**src/rtl/mem_port_arbiter.sv**
```systemverilog
// Purpose : arbitrates one 256x16 sync memory port between fetch (read-only) and data (load/store).
// Latency : grant and memory access same cycle as request; read data returned exactly 1 cycle later.
// Backpres: losing requester holds its request; fetch is forced through after STARVE_LIMIT denials.
//
// Ports:
//   clk, rst                         clock, async active-high reset
//   f_req/f_addr -> f_gnt            fetch request and combinational grant
//   f_rvalid/f_rdata                 fetch read response (1 cycle after f_gnt)
//   d_req/d_we/d_addr/d_wdata        data request (write when d_we) and d_gnt
//   d_rvalid/d_rdata                 data read response (reads only)
//   mem_en/mem_we/mem_addr/mem_wdata memory command, mem_rdata memory read data
module mem_port_arbiter #(
  parameter int ADDR_W       = 8,
  parameter int DATA_W       = 16,
  parameter int STARVE_LIMIT = 3
) (
  input  logic              clk,
  input  logic              rst,
  input  logic              f_req,
  input  logic [ADDR_W-1:0] f_addr,
  output logic              f_gnt,
  output logic              f_rvalid,
  output logic [DATA_W-1:0] f_rdata,
  input  logic              d_req,
  input  logic              d_we,
  input  logic [ADDR_W-1:0] d_addr,
  input  logic [DATA_W-1:0] d_wdata,
  output logic              d_gnt,
  output logic              d_rvalid,
  output logic [DATA_W-1:0] d_rdata,
  output logic              mem_en,
  output logic              mem_we,
  output logic [ADDR_W-1:0] mem_addr,
  output logic [DATA_W-1:0] mem_wdata,
  input  logic [DATA_W-1:0] mem_rdata
);

  localparam int              CNT_W   = (STARVE_LIMIT < 1) ? 1 : $clog2(STARVE_LIMIT + 1);
  localparam logic [CNT_W-1:0] CNT_MAX = CNT_W'(STARVE_LIMIT);

  typedef enum logic [1:0] {
    OWN_NONE  = 2'd0,
    OWN_FETCH = 2'd1,
    OWN_DATA  = 2'd2
  } owner_t;

  logic [CNT_W-1:0] starve_cnt, starve_cnt_nxt;
  owner_t           resp_owner, resp_owner_nxt;

  // Grant decision. Gated by rst so nothing reaches the memory while in reset.
  always_comb begin
    f_gnt = 1'b0;
    d_gnt = 1'b0;
    if (!rst) begin
      if (f_req && (starve_cnt == CNT_MAX)) begin
        f_gnt = 1'b1;
      end else if (d_req) begin
        d_gnt = 1'b1;
      end else if (f_req) begin
        f_gnt = 1'b1;
      end
    end
  end

  // Memory command; address/data forced to 0 on idle cycles.
  always_comb begin
    mem_en    = f_gnt | d_gnt;
    mem_we    = d_gnt & d_we;
    mem_addr  = '0;
    mem_wdata = '0;
    if (f_gnt) begin
      mem_addr = f_addr;
    end else if (d_gnt) begin
      mem_addr  = d_addr;
      mem_wdata = d_wdata;
    end
  end

  // Next-state: saturating starvation count and owner of next cycle's read data.
  always_comb begin
    starve_cnt_nxt = '0;
    if (f_req && !f_gnt) begin
      starve_cnt_nxt = (starve_cnt == CNT_MAX) ? starve_cnt : starve_cnt + 1'b1;
    end

    resp_owner_nxt = OWN_NONE;
    if (f_gnt) begin
      resp_owner_nxt = OWN_FETCH;
    end else if (d_gnt && !d_we) begin
      resp_owner_nxt = OWN_DATA;
    end
  end

  always_ff @(posedge clk or posedge rst) begin
    if (rst) begin
      starve_cnt <= '0;
      resp_owner <= OWN_NONE;
    end else begin
      starve_cnt <= starve_cnt_nxt;
      resp_owner <= resp_owner_nxt;
    end
  end

  // Read data steering: the memory's 1-cycle read data goes to whoever owned the access.
  always_comb begin
    f_rvalid = (resp_owner == OWN_FETCH);
    d_rvalid = (resp_owner == OWN_DATA);
    f_rdata  = f_rvalid ? mem_rdata : '0;
    d_rdata  = d_rvalid ? mem_rdata : '0;
  end

endmodule

```
**config.mk**
```make
export PLATFORM = sky130hd
export DESIGN_NAME = mem_port_arbiter
export DESIGN_NICKNAME = d
export VERILOG_FILES = /design/src/rtl/mem_port_arbiter.sv
export SDC_FILE = /design/constraint.sdc
export NUM_CORES = 1
export LEC_CHECK = 0
export ABC_AREA = 1
export CAP_MARGIN = 20
export CORE_MARGIN = 3
export CORE_UTILIZATION = 21
export CTS_BUF_LIST = sky130_fd_sc_hd__clkbuf_8
export CTS_CLUSTER_SIZE = 16
export DETAILED_ROUTE_END_ITERATION = 12
export PLACE_DENSITY = 0.82
export SYNTH_ARGS = -nofsm -noshare
export SYNTH_HDL_FRONTEND = slang
export SYNTH_SLANG_ARGS = --single-unit
```
**constraint.sdc**
```tcl
create_clock -name clk -period 1.2 [get_ports clk]
set_clock_uncertainty 0.15 [all_clocks]
set_input_delay 0.12 -clock clk [delete_from_list [all_inputs] [get_ports clk]]
set_output_delay 0.12 -clock clk [all_outputs]
set_load 0.1 [all_outputs]
```
==> impl_metrics.env, run 1 <==
export IMPL_status="did not finish"
export IMPL_num_io_pins=115
export IMPL_chipHeight_um=65.3
export IMPL_num_rows=20
export IMPL_syn_cell_area_um2=738
export IMPL_error="[ERROR DPL-0033] detailed placement checks failed during check placement."
export IMPL_initial_core_util_pct=23.0
export IMPL_syn_nets=196
export IMPL_ys_ff_latch=4
export IMPL_synth_top_area_share_pct=21.9
export IMPL_gp_congestion=0.683
export IMPL_synth_area_leaders="nor2_1 (22%), inv_1 (20%), nand2_1 (17%)"
export IMPL_dieWidth_um=65.3
export IMPL_synthCells=142
export IMPL_yosysSeqAreaShare_pct=13.6
export IMPL_synth_warnings=0
export IMPL_hpwl_um=6660
export IMPL_ys_types=15
export IMPL_io_buffer_count=114
export IMPL_yosysTopAreaCell="nor2_1"
export IMPL_failing_step="detailed placement (3_5_place_dp)"
export IMPL_synth_avg_cell_area_um2=5.20
cell usage after synthesis (all sizes together):
cell type / instances
nor2: 52
inv: 40
nand2: 33
buf: 5
dfrtp: 4
nand3: 3
clkinv: 2
a21oi: 1
ha: 1
or2: 1
kinds of logic after synthesis:
| family | after synthesis | share of synthesized area [%] |
|---|---|---|
| compound gates | 1 | 0.677 |
| fa+ha+maj | 1 | 1.69 |
| buf+inv | 47 | 28.8 |
| flops | 4 | 13.6 |
| simple gates | 89 | 55.3 |
metrics by stage:
| stage | area, µm² | hold slack [ps] |
|---|---|---|
| floorplan | 1190 | -264 |
| global placement | 3140 | 327 |
==> run 2: changes to the inputs <==
CORE_AREA = 3 3 64 66   (was unset)
CORE_MARGIN = unset   (was 3)
CORE_UTILIZATION = unset   (was 21)
CTS_BUF_LIST = unset   (was sky130_fd_sc_hd__clkbuf_8)
CTS_CLUSTER_SIZE = unset   (was 16)
DIE_AREA = 0 0 67 69   (was unset)
PLACE_DENSITY = unset   (was 0.82)
PLACE_DENSITY_LB_ADDON = 0.15   (was unset)
clock period = 1.6 ns   (was 1.2 ns; I/O delays follow)
==> impl_metrics.env, run 2 <==
export IMPL_status="finished, violations left"
export IMPL_failed_checks="negative setup slack"
export IMPL_worstSkewPairLatency_ps=210
export IMPL_fmax_ghz=0.546
export IMPL_crit_slowest_cell="dfrtp_1"
export IMPL_cts_hold_buf=0
export IMPL_numCtsBuffers=3
export IMPL_die_area_mm2=0.00462
export IMPL_coreArea_mm2=0.00363
export IMPL_maxCapViolCount=0
export IMPL_worst_slack_ps=-232
export IMPL_path_cells="ha_4 > nand2_4 > nand3_4 > buf_12 > nor2_4 > buf_12"
export IMPL_synth_area_leaders="nor2_1 (22%), inv_1 (20%), nand2_1 (17%)"
export IMPL_wl_per_cell_um=12.9
export IMPL_layout_drive_gt1_share_pct=57.7
export IMPL_power_density_mw_per_mm2=454
export IMPL_dieWidth_um=67
export IMPL_ys_top_cells_by_count="nor2_1 (43), inv_1 (39), nand2_1 (33)"
export IMPL_initial_core_util_pct=20.3
export IMPL_yosysTopAreaCell="nor2_1"
export IMPL_gp_congestion=0.836
export IMPL_crit_family="flip-flops"
export IMPL_cp_num_buf_inv=2
export IMPL_async_reset_ff_share_pct=100
export IMPL_syn_cell_area_um2=738
export IMPL_ir_worst_vdd_mv=0.443
export IMPL_min_period_ps=1830
export IMPL_num_rows=22
export IMPL_clockRootBuffer="clkbuf_8"
export IMPL_cts_tree="yes"
export IMPL_drtIter0Drc=5
export IMPL_num_io_pins=115
export IMPL_power_frac_seq_pct=7.9
export IMPL_hold_violations=0
export IMPL_antenna_found_initial=0
export IMPL_htree_num_levels=1
export IMPL_crit_top_cell="buf_12"
export IMPL_drv_slew=0
export IMPL_crit_fanout=13
export IMPL_nNetsFinal=330
export IMPL_ys_ff_latch=4
export IMPL_io_buffer_count=114
export IMPL_switchingPower_w=0.000752
export IMPL_layout_common_cells="buf_12 (68), clkdlybuf4s50_1 (51), nor2_4 (49)"
export IMPL_hpwl_um=3410
export IMPL_via_per_inst=4.22
export IMPL_p_comb_share_pct=77.8
export IMPL_preCtsSetupSlack_ps=-104
export IMPL_power_frac_clock_pct=14.2
export IMPL_cts_sinks=4
export IMPL_worstMarginPinSlew_ps=195
export IMPL_setup_violations=46
export IMPL_routed_wl_um=4160
export IMPL_yosysMostFrequentCell="nor2_1"
export IMPL_num_antenna_cells=0
export IMPL_grt_use_total_pct=17.9
export IMPL_swShare_pct=50.9
export IMPL_cp_start_kind="flip-flop"
export IMPL_cp_end_kind="output pin"
export IMPL_grt_pass1_wl_um=6570
export IMPL_rsz0062_at_grt="true"
export IMPL_fin_crit_sh_pct=114
export IMPL_final_common_cell="buf_12"
export IMPL_vias=1358
export IMPL_synth_top_area_share_pct=21.9
export IMPL_top_regs="resp_owner x2, starve_cnt x2"
export IMPL_synth_warnings=0
export IMPL_hold_class="in2async"
export IMPL_yosysSeqAreaShare_pct=13.6
export IMPL_grt_overflow_total=0
export IMPL_ant_nets=0
export IMPL_arrival_ps=1520
export IMPL_first_global_vias=1446
export IMPL_ys_flop_type="dfrtp_1"
export IMPL_synth_avg_cell_area_um2=5.20
export IMPL_chipHeight_um=69
export IMPL_drc_errors=0
export IMPL_slew_headroom_pct=87.0
export IMPL_path_clk_slew_ps=30
export IMPL_finalPower_w=0.00148
export IMPL_clock_path_buffers=2
export IMPL_area_growth_pct=341
export IMPL_holdWs_ps=210
export IMPL_ys_types=15
export IMPL_leakagePower_nw=1.41
export IMPL_grt_max_degree=14
export IMPL_synth_edf_count=0
export IMPL_syn_nets=196
export IMPL_first_pass_iters=3
export IMPL_synthCells=142
export IMPL_post_dp_cell_area_mm2=0.00306
export IMPL_required_ps=1290
export IMPL_criticalPathCategory="reg2out"
export IMPL_p_int_w=0.000726
export IMPL_max_stage_delay_ps=400
export IMPL_postLayoutCellArea_mm2=0.00326
==> run 2: cell counts after synthesis <==
No cell type changed its count.
==> run 2: stage by stage <==
| step | cells | setup TNS, ps | utilization [%] |
|---|---|---|---|
| after floorplan | 142 | -6100 | - |
| after global placement | 313 | -489 | 84.3 |
| after detailed placement | 313 | -1800 | 84.3 |
| after CTS | 319 | -6100 | 88.1 |
| after global routing | 322 | -9300 | 89.6 |
| final | 322 | -6610 | 89.6 |
==> run 2: cell families (layout without fill, tap and decap cells) <==
logic type               after synthesis  after routing  share of synthesized area, %
AO/OA/AOI/OAI                          1              1                         0.677
adder cells (fa/ha/maj)                1              1                          1.69
buffers and inverters                 47            179                          28.8
flip-flops                             4              4                          13.6
AND/OR/NAND/NOR                       89             89                          55.3
==> run 2: routing by layer <==
metal / share of wire (%) / routed length, µm / GRT usage [%]
met1: 30 / 1240 / 16.6
met2: 59 / 2480 / 36.0
met3: 10 / 422 / 6.19
met4: 0.50 / 21 / 2.70
met5: 0 / 0 / 0
==> run 2: layout make-up <==
type	instances	area [µm²]
timing repair buffer	133	2020
multi-input combinational	91	852
fill	155	378
inverter	42	173
sequential	4	100
tap	48	60.1
clock buffer	3	41.3
timing repair inverter	1	8.76
==> run 2: power groups by stage <==
stage	registers (W)	logic [W]	clock network [W]
after CTS	0.000117	0.00114	0.000216
after floorplan	0.000115	0.000666	0
after global placement	0.000115	0.00110	0
final	0.000117	0.00115	0.000210
after detailed placement	0.000115	0.00111	0
after global routing	0.000118	0.00119	0.000223
==> run 2: worst paths after layout <==
path                                      startpoint                         to  slack (ps)  cells past startpoint
min reg2reg                starve_cnt[1]$_DFFE_PP0P_  starve_cnt[1]$_DFFE_PP0P_         430                      2
max reg2reg                starve_cnt[1]$_DFFE_PP0P_  starve_cnt[0]$_DFFE_PP0P_         210                      8
max                        starve_cnt[1]$_DFFE_PP0P_              mem_wdata[15]        -230                      6
min in group clk                                d_we    resp_owner[1]$_DFF_PP0_         380                      2
min                                              rst  starve_cnt[0]$_DFFE_PP0P_         210                      3
max in group asynchronous                        rst    resp_owner[1]$_DFF_PP0_         990                      3
==> run 2: tightest hold or removal path, stage by stage <==
cell and delay [ps]:
clkdlybuf4s50_1 480, inv_2 110, buf_4 140
==> run 2: repair_timing <==
item	in CTS	in global routing
hold endpoints to repair	0	0
cloned	2	0
setup endpoints to repair	53	57
pin swaps	2	4
setup buffers	1	3
resized for setup	17	3
No activity file was read; power rests on OpenSTA's default activity.
==> run 3: changes to the inputs <==
GPL_ROUTABILITY_DRIVEN = 0   (was unset)
==> results of run 3 <==
No change in the layout: final DEF, timing and power equal those of run 2.
==> run 4: changes to the inputs <==
CTS_BUF_LIST = sky130_fd_sc_hd__clkbuf_4   (was unset)
==> impl_metrics.env, run 4 (same netlist as run 2, synthesis figures left out) <==
export IMPL_status="finished, violations left"
export IMPL_failed_checks="negative setup slack"
export IMPL_met1_usage_pct=16.8
export IMPL_global_route_peak_usage_layer="met2"
export IMPL_ir_worst_vdd_mv=0.326
export IMPL_clockRootBuffer="clkbuf_4"
export IMPL_dieWidth_um=67
export IMPL_cp_end_kind="output pin"
export IMPL_vias=1352
export IMPL_fin_crit_sh_pct=116
export IMPL_grt_util_met2_pct=34.2
export IMPL_crit_fanout=13
export IMPL_worstSkewPairLatency_ps=250
export IMPL_nNetsFinal=331
export IMPL_chipHeight_um=69
export IMPL_num_rows=22
export IMPL_numCtsBuffers=3
export IMPL_power_density_mw_per_mm2=433
export IMPL_wl_per_cell_um=12.3
export IMPL_grt_met3_usage_pct=7.17
export IMPL_io_buffer_count=114
export IMPL_via_per_inst=4.19
export IMPL_die_area_mm2=0.00462
export IMPL_cts_sinks=4
export IMPL_maxCapViolCount=0
export IMPL_final_common_cell="buf_12"
export IMPL_r2r_start="starve_cnt[1]$_DFFE_PP0P_"
export IMPL_num_antenna_cells=0
export IMPL_coreArea_mm2=0.00363
export IMPL_fin_cells=323
export IMPL_cts_tree="yes"
export IMPL_layout_common_cells="buf_12 (67), clkdlybuf4s50_1 (52), nor2_4 (49)"
export IMPL_fmax_ghz=0.541
export IMPL_arrival_ps=1540
export IMPL_num_io_pins=115
export IMPL_grt_max_degree=14
export IMPL_postLayoutCellArea_mm2=0.00324
export IMPL_rsz0062_at_grt="true"
export IMPL_hpwl_um=3410
export IMPL_grt_overflow_total=0
export IMPL_drtIter0Drc=8
export IMPL_initial_core_util_pct=20.3
export IMPL_htree_num_levels=1
export IMPL_r2r_end="starve_cnt[0]$_DFFE_PP0P_"
export IMPL_area_growth_pct=338
export IMPL_layout_drive_gt1_share_pct=57.8
export IMPL_leakagePower_nw=1.40
export IMPL_top_regs="resp_owner x2, starve_cnt x2"
export IMPL_antenna_found_initial=0
export IMPL_first_global_vias=1452
export IMPL_min_period_ps=1850
export IMPL_first_pass_iters=4
export IMPL_grt_pass1_wl_um=6470
export IMPL_drv_slew=0
export IMPL_hold_violations=0
export IMPL_routed_wl_um=3960
export IMPL_preCtsSetupSlack_ps=-104
export IMPL_reg2reg_slack_ps=230
export IMPL_slew_headroom_pct=86.9
export IMPL_worstRegToRegCells=8
export IMPL_setup_violations=45
export IMPL_worst_slack_ps=-249
export IMPL_path_clk_slew_ps=40
export IMPL_ant_nets=0
export IMPL_place_inst=313
export IMPL_fin_tns_setup_ps=-7240
export IMPL_grt_use_total_pct=17.8
export IMPL_clock_path_buffers=2
export IMPL_cp_start_kind="flip-flop"
export IMPL_required_ps=1290
export IMPL_drc_errors=0
export IMPL_criticalPathCategory="reg2out"
export IMPL_worstMarginPinSlew_ps=196
export IMPL_post_dp_cell_area_mm2=0.00306
export IMPL_hold_class="in2async"
[run 4: layout make-up]
class | count | area, µm²
Clock buffer | 3 | 22.5
Inverter | 42 | 173
Timing Repair Buffer | 134 | 2020
Fill cell | 168 | 397
Multi-Input combinational cell | 91 | 852
Sequential cell | 4 | 100
Timing Repair inverter | 1 | 8.76
Tap cell | 48 | 60.1
[run 4: what timing repair did]
item / 4_1_cts / 5_1_grt
buffers inserted: 3 / 2
endpoints found under the hold margin: 0 / 0
gates resized for setup: 18 / 2
endpoints found under the setup margin: 57 / 60
cloned: 2 / 0
pin swaps: 3 / 4
hold buffers: 0 / 0
[run 4: where the power goes]
| part | leakage (nW) | switching, W | internal (W) | total [W] |
|---|---|---|---|---|
| combinational | 1.33 | 0.000692 | 0.000456 | 0.00115 |
| clock | 0.0138 | 0.0000529 | 0.0000847 | 0.000138 |
| sequential | 0.0529 | 0.00000701 | 0.000110 | 0.000117 |
| total | 1.40 | 0.000752 | 0.000650 | 0.00140 |
[run 4: per-layer routing]
metal / vias to the layer above / part of all wire (%)
met3: 5 / 10
li1: 659 / -
met5: - / 0
met1: 622 / 32
met2: 66 / 57
met4: 0 / 0.91
[run 4: stage by stage]
step,utilization (%),power (W),hold slack [ps]
detailed placement,84.3,0.00123,334
CTS,88.5,0.00141,135
global route,89.1,0.00147,162
finish,89.1,0.00140,149
global placement,84.3,0.00121,333
floorplan,-,0.000781,-224
[run 4: worst max path at each step]
stage                               from            end  slack [ps]  cells past startpoint
2_1_floorplan  starve_cnt[0]$_DFFE_PP0P_   mem_wdata[0]        -260                      6
4_1_cts        starve_cnt[1]$_DFFE_PP0P_  mem_wdata[15]        -260                      6
6_report       starve_cnt[1]$_DFFE_PP0P_  mem_wdata[15]        -250                      6
3_5_place_dp                       f_req    mem_addr[7]        -100                      7
3_3_place_gp                       f_req    mem_addr[7]         -50                      7
5_1_grt        starve_cnt[0]$_DFFE_PP0P_   mem_wdata[8]        -330                      6
[run 4: critical path, cell delays in order (launching register included)]
cell	delay [ps]
dfrtp_1	400
ha_4	190
nand2_4	70
nand3_4	120
buf_12	200
nor2_4	110
buf_12	180
